`src/rtl/tmr_ctrl_pkg.sv`:
```
// tmr_ctrl_pkg: shared FSM encoding and helpers for the TMR fault controller
package tmr_ctrl_pkg;
  typedef enum logic [1:0] {IDLE = 2'd0, RUN = 2'd1, RESYNC = 2'd2, HALT = 2'd3} state_e;
  localparam int LANES = 3;
  function automatic logic [1:0] popcount3(input logic [2:0] v);
    return {1'b0, v[0]} + {1'b0, v[1]} + {1'b0, v[2]};
  endfunction
endpackage

```
`src/rtl/tmr_lane_monitor.sv`:
```
// tmr_lane_monitor: per-lane mismatch streak counter with sticky bad flag
module tmr_lane_monitor #(
  parameter int THRESH = 4
) (
  input  logic clk,
  input  logic rst,
  input  logic sample_en_i,
  input  logic fault_i,
  input  logic clr_i,
  output logic bad_o,
  output logic newly_bad_o
);
  localparam int SW = $clog2(THRESH + 1);
  localparam logic [SW-1:0] SAT = SW'(THRESH);
  logic [SW-1:0] streak_q, streak_d;
  logic bad_q, bad_d, reach;
  // Streak only survives while sampling, so leaving RUN flushes it.
  always_comb begin
    reach       = sample_en_i & fault_i & (streak_q == SAT - SW'(1));
    streak_d    = (clr_i | ~sample_en_i | ~fault_i) ? '0 :
                  (streak_q == SAT) ? SAT : streak_q + SW'(1);
    bad_d       = ~clr_i & (bad_q | reach);
    newly_bad_o = reach & ~bad_q & ~clr_i;
  end
  always_ff @(posedge clk or posedge rst) begin
    if (rst) begin
      streak_q <= '0;
      bad_q    <= 1'b0;
    end else begin
      streak_q <= streak_d;
      bad_q    <= bad_d;
    end
  end
  assign bad_o = bad_q;
endmodule

```
`src/rtl/tmr_fault_ctrl.sv`:
```
// tmr_fault_ctrl: supervises a triplicated counter, scheduling resyncs and halting
// when majority voting is no longer trustworthy
module tmr_fault_ctrl
  import tmr_ctrl_pkg::*;
#(
  parameter int WIDTH      = 8,
  parameter int THRESH     = 4,
  parameter int RESYNC_CYC = 2,
  parameter int ERR_W      = 16
) (
  input  logic             clk,
  input  logic             rst,
  input  logic             start_i,
  input  logic             stop_i,
  input  logic [2:0]       fault_vec_i,
  input  logic             no_majority_i,
  input  logic             clr_status_i,
  output logic             cnt_enable_o,
  output logic             resync_o,
  output logic [2:0]       lane_bad_o,
  output logic [ERR_W-1:0] err_count_o,
  output logic             alarm_o,
  output logic [1:0]       state_o
);
  localparam int RW = $clog2(RESYNC_CYC + 1);
  if (WIDTH < 1 || THRESH < 1 || RESYNC_CYC < 1 || ERR_W < 1) begin : g_bad_param
    $error("tmr_fault_ctrl: illegal parameter value");
  end
  state_e           state_q, state_d;
  logic [RW-1:0]    rcnt_q, rcnt_d;
  logic [ERR_W-1:0] err_q, err_d;
  logic             alarm_q, alarm_d, en_q, rs_q;
  logic [2:0]       bad, newly;
  logic             run;
  assign run = (state_q == RUN);
  for (genvar i = 0; i < LANES; i++) begin : g_lane
    tmr_lane_monitor #(.THRESH(THRESH)) u_mon (
      .clk        (clk),
      .rst        (rst),
      .sample_en_i(run),
      .fault_i    (fault_vec_i[i]),
      .clr_i      (clr_status_i),
      .bad_o      (bad[i]),
      .newly_bad_o(newly[i])
    );
  end
  always_comb begin
    state_d = state_q;
    rcnt_d  = rcnt_q;
    case (state_q)
      IDLE:   state_d = (start_i & ~stop_i) ? RUN : IDLE;
      RUN: begin
        if (no_majority_i || popcount3(bad | newly) >= 2'd2) state_d = HALT;
        else if (|newly) begin
          state_d = RESYNC;
          rcnt_d  = RW'(RESYNC_CYC - 1);
        end else if (stop_i) state_d = IDLE;
      end
      RESYNC: begin
        if (rcnt_q == '0) state_d = stop_i ? IDLE : RUN;
        else rcnt_d = rcnt_q - RW'(1);
      end
      HALT:   state_d = clr_status_i ? IDLE : HALT;
      default: state_d = IDLE;
    endcase
    err_d   = clr_status_i ? '0 : (run & |fault_vec_i & ~&err_q) ? err_q + ERR_W'(1) : err_q;
    alarm_d = ~clr_status_i & (alarm_q | (run & state_d == HALT));
  end
  always_ff @(posedge clk or posedge rst) begin
    if (rst) begin
      state_q <= IDLE;
      rcnt_q  <= '0;
      err_q   <= '0;
      alarm_q <= 1'b0;
      en_q    <= 1'b0;
      rs_q    <= 1'b0;
    end else begin
      state_q <= state_d;
      rcnt_q  <= rcnt_d;
      err_q   <= err_d;
      alarm_q <= alarm_d;
      en_q    <= (state_d == RUN);
      rs_q    <= (state_d == RESYNC);
    end
  end
  assign cnt_enable_o = en_q;
  assign resync_o     = rs_q;
  assign lane_bad_o   = bad;
  assign err_count_o  = err_q;
  assign alarm_o      = alarm_q;
  assign state_o      = state_q;
endmodule
```
`config.mk`:
```
export PLATFORM = sky130hd
export DESIGN_NAME = tmr_fault_ctrl
export DESIGN_NICKNAME = d
export VERILOG_FILES = /design/src/rtl/tmr_ctrl_pkg.sv /design/src/rtl/tmr_lane_monitor.sv /design/src/rtl/tmr_fault_ctrl.sv
export SDC_FILE = /design/constraint.sdc
export NUM_CORES = 1
export LEC_CHECK = 0
export ABC_AREA = 0
export CELL_PAD_IN_SITES_DETAIL_PLACEMENT = 0
export CELL_PAD_IN_SITES_GLOBAL_PLACEMENT = 1
export CORE_MARGIN = 2
export CORE_UTILIZATION = 53
export DETAILED_ROUTE_END_ITERATION = 8
export DONT_BUFFER_PORTS = 1
export HOLD_SLACK_MARGIN = 0.15
export PLACE_DENSITY_LB_ADDON = 0.1
export REMOVE_ABC_BUFFERS = 1
export SLEW_MARGIN = 30
export SYNTH_ARGS = -nofsm -noshare
export SYNTH_HDL_FRONTEND = slang
export SYNTH_SLANG_ARGS = --single-unit
```
`constraint.sdc`:
```
create_clock -name clk -period 4.9 [get_ports clk]
set_clock_uncertainty 0.15 [all_clocks]
set_input_delay 0.98 -clock clk [delete_from_list [all_inputs] [get_ports clk]]
set_output_delay 0.98 -clock clk [all_outputs]
set_load 0.005 [all_outputs]
```
---- Yosys cells after proc, flatten, opt, wreduce, memory -nomap -nowiden ----
Index checks and enable logic that the tools add are counted.
word-level totals
  logic and storage cells ................. 103
  input bits .............................. 9
  register bits after elaboration ......... 35
  output and inout port bits .............. 24
cells by class
  eq/ne operators ......................... 15
  $lt $le $gt $ge ......................... 1
  reduce and logical (&&, ||, !) cells .... 10
  multiplexer cells ....................... 20
  bitwise operators ....................... 38
  add/sub/neg operators ................... 7
operator list
  operator                                                   count
  two-way mux 16 bit                                         2
  bitwise AND 1 bit                                          20
  two-way mux 3 bit                                          6
  adder 16 x 1 -> 16 bit (second input constant)             1
  two-way mux 2 bit                                          8
  AND reduction 16 bit                                       1
  adder 3 x 1 -> 3 bit (second input constant)               3
  == test 3 x 2 -> 1 bit (second input constant)             3
  == test 3 bit (second input constant)                      3
  inverter 1 bit                                             9
  == test 2 bit (second input constant)                      4
  bitwise OR 1 bit                                           8
  one-hot mux 2 bit (4 select lines)                         1
  != test 2 bit (second input constant)                      3
  OR reduction 3 bit                                         2
  == test 2 x 1 -> 1 bit (second input constant)             2
  logical NOT 2 bit                                          2
  one-hot mux 2 bit (2 select lines)                         1
  AND reduction 4 bit                                        1
  nonzero test 2 bit                                         2
  bitwise OR 3 bit                                           1
  adder 1 x 1 -> 2 bit                                       1
  adder 2 x 1 -> 2 bit                                       1
  greater-or-equal comparator 2 bit (second input constant)  1
  other kinds (4)                                            5

---- Depth between registers and ports, before layout ----
  depth in word-level cells ............... 16
  depth in mapped cells ................... 10
  gate-level depth less buffers ........... 10

---- Modules after synthesis ----
Synthesis repeated with hierarchy kept, for this count alone.
unflattened totals
  cell total of the unflattened synthesis .. 206
  area total of the unflattened synthesis .. 2,085.8 µm²
by module, submodules not included
  module            cells an instance  times used  area each (µm²)  seq. area each (µm²)
  tmr_fault_ctrl    146                1           1,387.6          575.6
  tmr_lane_monitor  20                 3           232.7            100.1

---- Worst setup path after synthesis ----
OpenSTA, ideal clock, no wires.
  path type ............................... input -> register
  from .................................... input clr_status_i
  to ...................................... register en_q, in the netlist cnt_enable_o
  library setup time ...................... 0.125 ns
  path slack .............................. 1.937 ns
  path buffers ............................ 0
  stages on the path ...................... 9
  arrival ................................. 2.689 ns
  data required time ...................... 4.625 ns
  cell sequence ........................... nor3b_4 > and2_1 > a21o_1 > ha_1 > a211oi_2 > o31ai_4 > a311oi_1 > o2bb2ai_1 > nor2b_1
on the way
  word-level cells in the longest chain between the ends .. 10
  elaborated cells between the ends (all ways) .. 15
  those cells by class .................... add/sub: 2; order compare: 1; eq/ne: 1; mux: 4; bitwise: 5; reduce/logical: 2
ends and longest elaborated chain
  what                                    RTL line                source
  start, declared                         tmr_fault_ctrl.sv:17    input logic clr_status_i,
  inverter 1 bit                          tmr_lane_monitor.sv:23  newly_bad_o = reach & ~bad_q & ~clr_i;
  bitwise AND 1 bit                       tmr_lane_monitor.sv:23
  bitwise OR 3 bit                        tmr_fault_ctrl.sv:53    if (no_majority_i || popcount3(bad | newly) >= 2'd2) state_d = HALT;
  adder 1 x 1 -> 2 bit                    tmr_ctrl_pkg.sv:6       return {1'b0, v[0]} + {1'b0, v[1]} + {1'b0, v[2]};
  adder 2 x 1 -> 2 bit                    tmr_ctrl_pkg.sv:6
  greater-or-equal comparator 2 bit       tmr_fault_ctrl.sv:53
  logical OR 1 bit                        tmr_fault_ctrl.sv:53
  two-way mux 2 bit                       tmr_fault_ctrl.sv:53
  one-hot mux 2 bit (4 select lines) (*)  tmr_fault_ctrl.sv:50    case (state_q)
  net state_d[0]                          tmr_fault_ctrl.sv:29    state_e state_q, state_d;
  == test 2 x 1 -> 1 bit (*)              tmr_fault_ctrl.sv:82    en_q <= (state_d == RUN);
  end signal, assigned                    tmr_fault_ctrl.sv:82
  end, declared                           tmr_fault_ctrl.sv:32    logic alarm_q, alarm_d, en_q, rs_q;
Mark *: on every way through the listed nets, which the timed path passes. The rest lies on a longest branch.
A chain may end at the register's enable or synchronous reset.

---- Worst setup path in the final report ----
  from .................................... register state_q[0], in the netlist state_o[0]
  to ...................................... register en_q, in the netlist cnt_enable_o
on the way
  word-level cells in the longest chain between the ends .. 13
  elaborated cells between the ends (all ways) .. 28
  those cells by class .................... add/sub: 2; order compare: 1; eq/ne: 4; mux: 5; bitwise: 13; reduce/logical: 3
ends and longest elaborated chain
  what                                    RTL line                                    source
  start, declared                         tmr_fault_ctrl.sv:29
  start signal, assigned                  tmr_fault_ctrl.sv:78                        state_q <= state_d;
  == test 2 x 1 -> 1 bit                  tmr_fault_ctrl.sv:35, tmr_fault_ctrl.sv:50
  bitwise AND 1 bit (2 in series)         tmr_lane_monitor.sv:19                      reach = sample_en_i & fault_i & (streak_q == SAT - SW'(1));
  bitwise AND 1 bit (2 in series)         tmr_lane_monitor.sv:23
  bitwise OR 3 bit                        tmr_fault_ctrl.sv:53
  adder 1 x 1 -> 2 bit                    tmr_ctrl_pkg.sv:6
  adder 2 x 1 -> 2 bit                    tmr_ctrl_pkg.sv:6
  greater-or-equal comparator 2 bit       tmr_fault_ctrl.sv:53
  logical OR 1 bit                        tmr_fault_ctrl.sv:53
  two-way mux 2 bit                       tmr_fault_ctrl.sv:53
  one-hot mux 2 bit (4 select lines) (*)  tmr_fault_ctrl.sv:50
  net state_d[0]                          tmr_fault_ctrl.sv:29
  == test 2 x 1 -> 1 bit (*)              tmr_fault_ctrl.sv:82
Marks and branches as above.

==> results list <==
- After detailed routing, the average wire length per cell comes to 15.5 µm.
- The number of antenna violations at the first check in global routing was 0.
- In this run the tightest slew margin relative to its limit is 65.8%.
* Total CTS buffers: 5
- Required arrival time at the worst endpoint: 4.93 ns
- Peak clock frequency supported by timing: 349 MHz
* # rows: 22
- Most used cells in the layout excluding fill and tap cells: dfrtp_1, nor2_1, inv_1
- Area used by multi-input combinational logic: 1030 µm²
- Clock Root Buffer: clkbuf_8
- Of all flip-flops after synthesis, the portion carrying an async set or reset was 100%.
* Hold buffers post-CTS: 0
- Leak pwr: 0.000952 µW
- Cell chain of the critical path: nor3b_4, and2_1, a21o_1, ha_1, a211oi_2, o31ai_4, a311oi_1, o2bb2ai_1, nor2b_1
- Summing every instance area after synthesis gives 2020 µm².
- First-pass GRT wire length: 6500 µm
- Initial standard-cell utilization of the core: 55.1%
- Via density per instance: 5.88
- For this run the aggregate overflow at the end of global routing stands at 0.
- The synthesized design contains 0 enable-type register cells.
- Total of flip-flops plus latches after synthesis: 35
- The clock reaches the later pin of the worst-skew pair after 0.29 ns.
- Kind of cell adding the most delay to the critical path: compound AO/OA/AOI/OAI gates
* Filler Cell Count: 322
- Share of final-layout standard cells stronger than drive strength 1: 11.9%
- The number of antenna diodes in the final layout is 0.
* Unique cell type count in the Yosys netlist: 53
- Global routing consumed, over all layers together, 19.9% of the routing resources.
- Clock-pin slew was measured on the worst setup and hold paths at 0.07 ns.
- Slowest cell on crit path: dfrtp_1
- The number of global-route vias before repair is 1,463.
- Slowest cell delay on critical path: 0.62 ns
* Final nets: 213
- Dominant synthesized flop cell: dfrtp_1
- In this run the post-CTS setup repair buffer count came out at 0.
* Critical path class: register to register
- The detail route stage leaves a number of antenna-violating nets equal to 0.
* Final Setup Violations: 0
- For this run, design rule violations remaining after detail routing come to 0.
- The run finished with clean final reports.
* Worst voltage drop across the vdd grid: 0.000211 V
- Final weighted congestion in routability-driven placement: 0.779
- In this run the worst hold path is classified as register to register.
- Leading cell type in the layout, fill and taps excluded: dfrtp_1
- Max-cap violations in this run came to 0.
- First drt pass iteration count: 4
- The clock passes through at most 2 buffers.
- RSZ-0062 raised after global routing: no
- From synthesis to final layout, the design area changed by 5.89%.
- Kind of start point of the critical path: register
- Clock tree from TritonCTS: yes
- Counting both buffers and inverters, the worst setup path holds a total of 0.
- The clock tree synthesis step divided the H-tree into 2 levels.
- For this block, the routed nets add up to 3730 µm of wire.
- Registers take 876 µm².
- Die ar.: 4320 µm²
* Average footprint of a synthesized cell: 10.6 µm²
- For the finished layout, the period the worst path requires is 2.87 ns.
- The worst path uses 58.5% of the clock period.
- The final hold violation count was 0.
* Number of resized instances in the post-cts repair step: 0
* Pwr Total: 783 µW
- Num Clock Sinks: 35
- Vias: 1,417
- Counting every instance in the synthesized netlist gives 191.
- In this run the count of I/O pins placed on the die edge is 33.
- The final number of max-transition violations was 0.
- Largest fanout on the critical path: 13
- After the first detailed-routing iteration, the DRC count stood at 84.
- The die is 65.7 µm wide.
- Entering global routing, the biggest net connects 36 pins.
- Vertical die dimension: 65.7 µm
- Port-buffer cells: 0
* Yosys warnings: 0
- Core footprint: 3660 µm²
- For the final routed database, the setup TNS stands at 0 ns.
- Part of the Yosys area used for sequential elements: 43.4%
* Capturing element type of the critical path: register
- STA puts the critical path data arrival time at 2.89 ns.
- Areal power density over the cells: 367 nW/µm²
* HPWL after detailed placement: 2790 µm
- At the pin with the least slew margin, the transition time is 0.511 ns.
-- stage by stage --
stage | worst slack, ns | hold slack [ns] | instance area, µm² | utilization (%) | instances
3_5_place_dp | 1.76 | 0.316 | 2040 | 55.6 | 233
2_1_floorplan | 1.94 | 0.285 | 1970 | - | 184
4_1_cts | 2.05 | 0.325 | 2140 | 58.3 | 241
6_report | 2.03 | 0.324 | 2140 | 58.3 | 241
5_1_grt | 1.85 | 0.352 | 2140 | 58.3 | 241
3_3_place_gp | 1.80 | 0.301 | 2040 | 55.6 | 233
-- state kept, by name (all words and copies together), names as in the netlist --
register	flops
err_count_o	16
g_lane.u_mon.streak_q	9
g_lane.u_mon.bad_o	3
rcnt_q	2
state_o	2
alarm_o	1
cnt_enable_o	1
resync_o	1
-- worst paths after layout --
check | from | endpoint | slack (ns) | cells after the start
max in group asynchronous | rst | err_count_o[15] | 3.76 | 2
worst max-delay path | state_o[0] | cnt_enable_o | 2.03 | 9
min in group asynchronous | rst | g_lane[1].u_mon.bad_o | 0.52 | 2
worst min register to register | g_lane[2].u_mon.streak_q[0] | g_lane[2].u_mon.streak_q[0] | 0.32 | 1
worst min-delay path | g_lane[2].u_mon.streak_q[0] | g_lane[2].u_mon.streak_q[0] | 0.32 | 1
worst max register to register | state_o[0] | cnt_enable_o | 2.03 | 9
-- worst reg2reg max path: cells and delay by family (launching register included) --
family	cells	cell delay (ns)
AO/OA/AOI/OAI	5	0.99
AND/OR/NAND/NOR	3	0.74
adder cells (fa/ha/maj)	1	0.25
flip-flops	1	0.62
-- per-layer routing --
metal	part of all wire, %	GRT usage, %
met1	40	21.7
met2	52	35.4
met3	6.8	7.19
met4	1.5	7.03
met5	0	0
-- area by class of cell --
type | instances | share of cell area, %
multi-input cells | 133 | 48.3
repair buffers | 1 | 0.351
flip-flops and latches | 35 | 41.0
inverters | 16 | 2.81
well taps | 48 | 2.81
clock buffers | 8 | 4.69
-- cell families (layout without fill, tap and decap cells) --
kind of cell | count (synthesis) | after routing | share of synthesized area, %
compound gates | 25 | 25 | 10.6
xor+xnor | 11 | 11 | 4.78
fa+ha+maj | 12 | 12 | 7.44
buf+inv | 23 | 25 | 5.40
flops | 35 | 35 | 43.4
mux | 4 | 4 | 2.11
simple gates | 81 | 81 | 26.2
-- synthesized netlist by cell type, types with 2 or more instances --
cell type,instances,area [µm²]
or3_1,2,12.5
inv_1,16,60.1
nand3_1,7,35.0
and2_1,2,12.5
nor3b_1,3,22.5
nor3_1,3,15.0
xnor2_1,3,26.3
o211ai_1,2,15.0
buf_4,4,30.0
ha_1,12,150
o2bb2ai_1,2,17.5
a21oi_1,7,35.0
xor2_1,8,70.1
nand4_1,4,25.0
dfrtp_1,35,876
and4_1,5,43.8
and3_1,5,31.3
nor2b_1,2,12.5
mux2_1,2,22.5
clkbuf_1,2,7.51
nor2_1,20,75.1
nand2_1,10,37.5
o21ai_0,2,10.0
mux2i_1,2,20.0
nand2b_1,3,18.8
-- where the power goes --
part	leakage (µW)	internal, µW	switching [µW]
sequential	0.000477	326	50.2
clock	0.0000515	128	101
combinational	0.000424	79.8	99.1
Power figures use the tool's default switching activity.
